File: src/rtl/uart_pkt_parser.sv
// Byte-stream framer between uart_rx and the command datapath: parses a 4-byte header
// (opcode, reserved, length LSB/MSB) and repacks the payload into big-endian 32-bit words.
module uart_pkt_parser #(
    parameter int TIMEOUT_CYCLES = 100000,
    parameter int CNT_WIDTH      = 17
) (
    input  logic        clk_i,
    input  logic        rst_ni,
    input  logic [7:0]  s_tdata_i,
    input  logic        s_tvalid_i,
    output logic        s_tready_o,
    output logic        hdr_valid_o,
    input  logic        hdr_ready_i,
    output logic [7:0]  hdr_opcode_o,
    output logic [15:0] hdr_length_o,
    output logic [31:0] word_tdata_o,
    output logic        word_tvalid_o,
    input  logic        word_tready_i,
    output logic        word_tlast_o,
    output logic [2:0]  word_nbytes_o,
    output logic        abort_o,
    output logic        len_err_o
);

    localparam logic [1:0] ST_HDR      = 2'd0;
    localparam logic [1:0] ST_HDR_OUT  = 2'd1;
    localparam logic [1:0] ST_PAYLOAD  = 2'd2;
    localparam logic [1:0] ST_WORD_OUT = 2'd3;

    localparam bit                   TIMEOUT_EN   = (TIMEOUT_CYCLES > 0);
    localparam logic [CNT_WIDTH-1:0] TIMEOUT_LAST = CNT_WIDTH'(TIMEOUT_CYCLES - 1);

    logic [1:0]           state;
    logic [1:0]           idx;
    logic [7:0]           opcode;
    logic [15:0]          length;
    logic [15:0]          remaining;
    logic [31:0]          word;
    logic [2:0]           nbytes;
    logic                 tlast;
    logic [CNT_WIDTH-1:0] timer;
    logic                 running;
    logic                 abort;
    logic                 len_err;

    logic                 accept;
    logic                 timer_run;
    logic                 expire;
    logic [15:0]          rem_next;
    logic [15:0]          byte_len;
    logic                 word_done;

    // running keeps s_tready_o low while reset is asserted even though the state is HDR
    assign s_tready_o    = running && ((state == ST_HDR) || (state == ST_PAYLOAD));
    assign hdr_valid_o   = (state == ST_HDR_OUT);
    assign word_tvalid_o = (state == ST_WORD_OUT);
    assign hdr_opcode_o  = opcode;
    assign hdr_length_o  = length;
    assign word_tdata_o  = word;
    assign word_tlast_o  = tlast;
    assign word_nbytes_o = nbytes;
    assign abort_o       = abort;
    assign len_err_o     = len_err;

    assign accept    = s_tvalid_i && s_tready_o;
    assign timer_run = ((state == ST_HDR) && (idx != 2'd0)) || (state == ST_PAYLOAD);
    // An accepted byte on the expiry cycle wins over the timeout
    assign expire    = TIMEOUT_EN && timer_run && !accept && (timer == TIMEOUT_LAST);
    assign rem_next  = remaining - 16'd1;
    assign byte_len  = {s_tdata_i, length[7:0]};
    assign word_done = (idx == 2'd3) || (rem_next == 16'd0);

    always_ff @(posedge clk_i or negedge rst_ni) begin
        if (!rst_ni) begin
            timer <= '0;
        end else if (accept || !timer_run || expire || !TIMEOUT_EN) begin
            timer <= '0;
        end else begin
            timer <= timer + CNT_WIDTH'(1);
        end
    end

    always_ff @(posedge clk_i or negedge rst_ni) begin
        if (!rst_ni) begin
            state     <= ST_HDR;
            idx       <= 2'd0;
            opcode    <= 8'd0;
            length    <= 16'd0;
            remaining <= 16'd0;
            word      <= 32'd0;
            nbytes    <= 3'd0;
            tlast     <= 1'b0;
            running   <= 1'b0;
            abort     <= 1'b0;
            len_err   <= 1'b0;
        end else begin
            running <= 1'b1;
            abort   <= 1'b0;
            len_err <= 1'b0;
            if (expire) begin
                abort <= 1'b1;
                state <= ST_HDR;
                idx   <= 2'd0;
                word  <= 32'd0;
            end else begin
                case (state)
                    ST_HDR: begin
                        if (accept) begin
                            if (idx == 2'd0) opcode <= s_tdata_i;
                            if (idx == 2'd2) length[7:0] <= s_tdata_i;
                            if (idx == 2'd3) length[15:8] <= s_tdata_i;
                            idx <= idx + 2'd1;
                            if (idx == 2'd3) begin
                                if (byte_len < 16'd4) begin
                                    len_err <= 1'b1;
                                end else begin
                                    state     <= ST_HDR_OUT;
                                    remaining <= byte_len - 16'd4;
                                end
                            end
                        end
                    end
                    ST_HDR_OUT: begin
                        if (hdr_ready_i) begin
                            idx   <= 2'd0;
                            word  <= 32'd0;
                            state <= (remaining == 16'd0) ? ST_HDR : ST_PAYLOAD;
                        end
                    end
                    ST_PAYLOAD: begin
                        if (accept) begin
                            case (idx)
                                2'd0:    word[31:24] <= s_tdata_i;
                                2'd1:    word[23:16] <= s_tdata_i;
                                2'd2:    word[15:8]  <= s_tdata_i;
                                default: word[7:0]   <= s_tdata_i;
                            endcase
                            remaining <= rem_next;
                            if (word_done) begin
                                state  <= ST_WORD_OUT;
                                nbytes <= {1'b0, idx} + 3'd1;
                                tlast  <= (rem_next == 16'd0);
                            end else begin
                                idx <= idx + 2'd1;
                            end
                        end
                    end
                    default: begin
                        if (word_tready_i) begin
                            word   <= 32'd0;
                            idx    <= 2'd0;
                            nbytes <= 3'd0;
                            tlast  <= 1'b0;
                            state  <= tlast ? ST_HDR : ST_PAYLOAD;
                        end
                    end
                endcase
            end
        end
    end

endmodule

File: config.mk
export PLATFORM = sky130hd
export DESIGN_NAME = uart_pkt_parser
export DESIGN_NICKNAME = d
export VERILOG_FILES = /design/src/rtl/uart_pkt_parser.sv
export SDC_FILE = /design/constraint.sdc
export NUM_CORES = 1
export LEC_CHECK = 0
export ABC_AREA = 0
export CAP_MARGIN = 0
export CORE_UTILIZATION = 56
export CTS_BUF_LIST = sky130_fd_sc_hd__clkbuf_8
export DETAILED_ROUTE_END_ITERATION = 7
export HOLD_SLACK_MARGIN = 0.08
export PLACE_DENSITY = 0.83
export SYNTH_ARGS = -nofsm -noshare
export SYNTH_HDL_FRONTEND = slang
export SYNTH_SLANG_ARGS = --single-unit
export TNS_END_PERCENT = 5
File: constraint.sdc
create_clock -name clk_i -period 3.4 [get_ports clk_i]
set_clock_uncertainty 0.2 [all_clocks]
set_input_delay 0.68 -clock clk_i [delete_from_list [all_inputs] [get_ports clk_i]]
set_output_delay 0.68 -clock clk_i [all_outputs]
set_load 0.005 [all_outputs]
==> summary.md <==
| Metric | Value |
|---|---|
| Final routed DRC violation total | 0 |
| Min Tclk post-route | between 3000 and 4000 ps |
| Arrival @ worst endpoint | 3100 ps |
| Setup slack of the most critical reg-to-reg path | about 480 ps |
| Max Clk Rate | 0.326 GHz |
| Cts repair resizes | 0 |
| Fraction of synthesis flops using an asynchronous set or reset pin | 1.00 |
| Root Driver | sky130_fd_sc_hd__clkbuf_8 |
| Starting utilization of the core area | 0.580 |
| Number of global-route vias before repair | 3,967 |
| TritonCTS clock tree | built |
| HP Class | input port to asynchronous set/reset pin |
| Clock Pin Slew Worst Setup and Hold Paths | ~100 ps |
| Actual slew at the worst max-slew pin | 713 ps |
| Hold-fix buffers at CTS | 0 |
| Fraction of post-synthesis cell area in the top cell type by area | 0.495 |
| Depth of the worst register-to-register path | 9 |
| Combined area of all synthesized cells | 0.00506 mm^2 |
| Share of post-route cells with drive strength above 1 | 0.181 |
| Setup-failing EPs final | 0 |
| Category of the worst setup path launch point | input port |
| Placed wire-length estimate | 8530 um |
| Most instantiated library cell after synthesis | sky130_fd_sc_hd__dfrtp_1 |
| Layout fillers | between 600 and 700 |
| Sequential-to-total area share from yosys stat | 0.495 |
| DIE HEIGHT | approximately 97 um |
| Period utilization | 0.903 |
| Layout Utilization | 0.707 |
| Routability congestion estimate from global placement | 0.907 |
| Area added between synthesis and finish | 21.9% |
| Detailed-routing iteration count for the pre-antenna-repair pass | 4 |
| Number of antenna-violating nets in the routed design | 0 |
| Number of antenna violations at the first check in global routing | 0 |
| 1st-iter DRT viols | approximately 260 |
| Number of different library cells in the post-synthesis netlist | 56 |
| Maximum number of pins on one net before global-route repair | 56 |
| Endpoint of the most critical register-to-register path | word_nbytes_o[1]$_DFFE_PN0P_ |
| Library cell occupying the most area in the post-synthesis netlist | sky130_fd_sc_hd__dfrtp_1 |
| Final Hold Fails | 0 |
| Number of violations of the max-capacitance limit | 0 |
| H-tree depth reported by CTS | 3 |
| Final Non-Filler Cells | 672 |
| IR drop worst, VDD | 532 uV |
| DR WL/cell | approximately 18 um |
| Site Rows | 34 |
| Drt total wl | 11,900 um |
| Required arrival time at the worst endpoint | 3430 ps |
| Synthesis-stage register bit count | 100 |
| Port-buffer cells | between 70 and 80 |
| Count of buffers added by post-CTS timing repair for setup | 0 |
| Global-route congestion overflow total | 0 |
| Setup repair after global routing missed its margin | no |
| Synth area leaders | sky130_fd_sc_hd__dfrtp_1 (49%), sky130_fd_sc_hd__mux2_2 (13%), sky130_fd_sc_hd__nor2_1 (3.6%) |
| Gate Count Post-Synth | 480 |
| Run status | complete, no violations |
| First-pass GRT wire length | 19,800 um |
| # clock sinks | 100 |
| Type of the setup path with the least slack | input port to register |
| R2R Path Start | remaining[0]$_DFFE_PN0P_ |
| Leak | 2.66 nW |
| Overall track demand over capacity in global routing | 0.265 |
| Total power density per cell area | 885 mW/mm^2 |
| Total vias in the final route | 3,876 |
| Critical path capture point type | register |
| Number of synthesized flops with an enable pin | 0 |
| Antenna diode count | 0 |
| Nets@finish | 580 |
| Net count of the mapped netlist | 501 |
| Syn. warnings | 0 |
| Number of placed instances, taps included | between 600 and 700 |
| Sum of negative setup slack | 0 ps |
| Tot Pwr | between 5 and 6 mW |
| Maximum fanout count along the critical path | 16 |
| Horizontal die dimension | 97.0 um |
| Latest clock arrival within the worst-skew pair | 380 ps |
| Most common library cells after synthesis | sky130_fd_sc_hd__dfrtp_1 (100), sky130_fd_sc_hd__mux2_2 (57), sky130_fd_sc_hd__nor2_1 (49) |
| Area of combinational cells with multiple inputs | 0.00242 mm^2 |
| Vias per std cell | 5.77 |
| Clock buffers created by TritonCTS | 9 |
| Storage cell area | approximately 0.0025 mm^2 |
| I/O pin total | 78 |
| Area of the die | approximately 0.0094 mm^2 |
| Number of max-slew violations in the final report | 0 |
| Relative slew slack | 0.525 |
| Top FF cell, synth | sky130_fd_sc_hd__dfrtp_1 |
| Area of the core region | 0.00872 mm^2 |
| Buffer depth of the longest clock path | 2 |
| Avg Synthesized Cell Area | 10.5 um^2 |
## worst max-delay path: stages
cell	delay (ps)
sky130_fd_sc_hd__clkdlybuf4s50_1	440
sky130_fd_sc_hd__nor4_1	520
sky130_fd_sc_hd__nand3_1	230
sky130_fd_sc_hd__or3_1	460
sky130_fd_sc_hd__nand3_1	110
sky130_fd_sc_hd__nand2_1	300
sky130_fd_sc_hd__o211ai_1	230
sky130_fd_sc_hd__o21ai_0	130
## metrics by stage
step                      hold WS (ps)  setup WS (ps)  cell area, um^2
after floorplan                    184            655             5060
after global placement             278            174             5970
after detailed placement           293           7.95             5970
after CTS                          180            329             6170
after global routing               222           82.5             6170
final                              160            328             6170
## power by group
group	total, mW	internal, mW	switching (mW)
clock	0.739	0.285	0.454
combinational	2.60	1.40	1.21
sequential	2.11	1.66	0.457
## cell type report
class | count | share of cell area
clock buffer | 9 | 0.0201
inverter | 10 | 0.00609
multi-input combinational | 348 | 0.393
sequential | 100 | 0.406
tap | 108 | 0.0219
clock inverter | 7 | 0.0110
timing repair buffer | 90 | 0.142
## sequential cells by signal (all words and copies together) (netlist names)
name	cells
hdr_length_o	16
hdr_opcode_o	8
abort_o	1
word_nbytes_o	3
state	2
remaining	16
word_tlast_o	1
len_err_o	1
word_tdata_o	32
timer	17
running	1
idx	2
## cell usage in the layout, fill, tap and decap left out, types with 4 or more instances in the layout
cell type,n
sky130_fd_sc_hd__nand2_1,45
sky130_fd_sc_hd__or3_1,6
sky130_fd_sc_hd__nor3_1,5
sky130_fd_sc_hd__inv_1,11
sky130_fd_sc_hd__o21a_1,4
sky130_fd_sc_hd__a21oi_1,24
sky130_fd_sc_hd__nor2_1,49
sky130_fd_sc_hd__nand3_1,14
sky130_fd_sc_hd__ha_1,8
sky130_fd_sc_hd__nand4_1,7
sky130_fd_sc_hd__mux2_2,57
sky130_fd_sc_hd__nor4_1,5
sky130_fd_sc_hd__clkdlybuf4s50_1,76
sky130_fd_sc_hd__dfrtp_1,100
sky130_fd_sc_hd__o21ai_0,32
sky130_fd_sc_hd__buf_4,13
sky130_fd_sc_hd__xnor2_1,10
sky130_fd_sc_hd__nand2b_1,5
sky130_fd_sc_hd__and2_1,10
sky130_fd_sc_hd__clkbuf_8,9
sky130_fd_sc_hd__xor2_1,17
## kinds of logic (layout without fill, tap and decap cells)
kind of cell / count (synthesis) / count (layout) / share of synthesized area
buf+inv: 32 / 116 / 0.0262
other cells: 1 / 1 / 0.000742
xor+xnor: 28 / 28 / 0.0522
flops: 100 / 100 / 0.495
compound gates: 86 / 86 / 0.108
simple gates: 167 / 167 / 0.168
mux: 58 / 58 / 0.130
fa+ha+maj: 8 / 8 / 0.0198
## per-layer routing
metal  global-route usage  vias to the layer above  share of wire
met5                    0                        -              0
met4               0.0620                        0         0.0092
met3               0.0838                        8          0.076
met2                0.419                      128           0.48
met1                0.359                     1885           0.43
li1                     -                     1855              -
## how the worst max path moves through the flow
stage                                   startpoint                            to  depth (start not counted)
after floorplan           remaining[0]$_DFFE_PN0P_  word_nbytes_o[0]$_DFFE_PN0P_                          9
after global placement                s_tdata_i[3]      remaining[1]$_DFFE_PN0P_                          8
after detailed placement              s_tdata_i[3]      remaining[1]$_DFFE_PN0P_                          8
after CTS                             s_tdata_i[3]      remaining[1]$_DFFE_PN0P_                          8
after global routing                  s_tdata_i[3]      remaining[1]$_DFFE_PN0P_                          8
final                                 s_tdata_i[3]      remaining[1]$_DFFE_PN0P_                          8
Power figures use the tool's default switching activity.
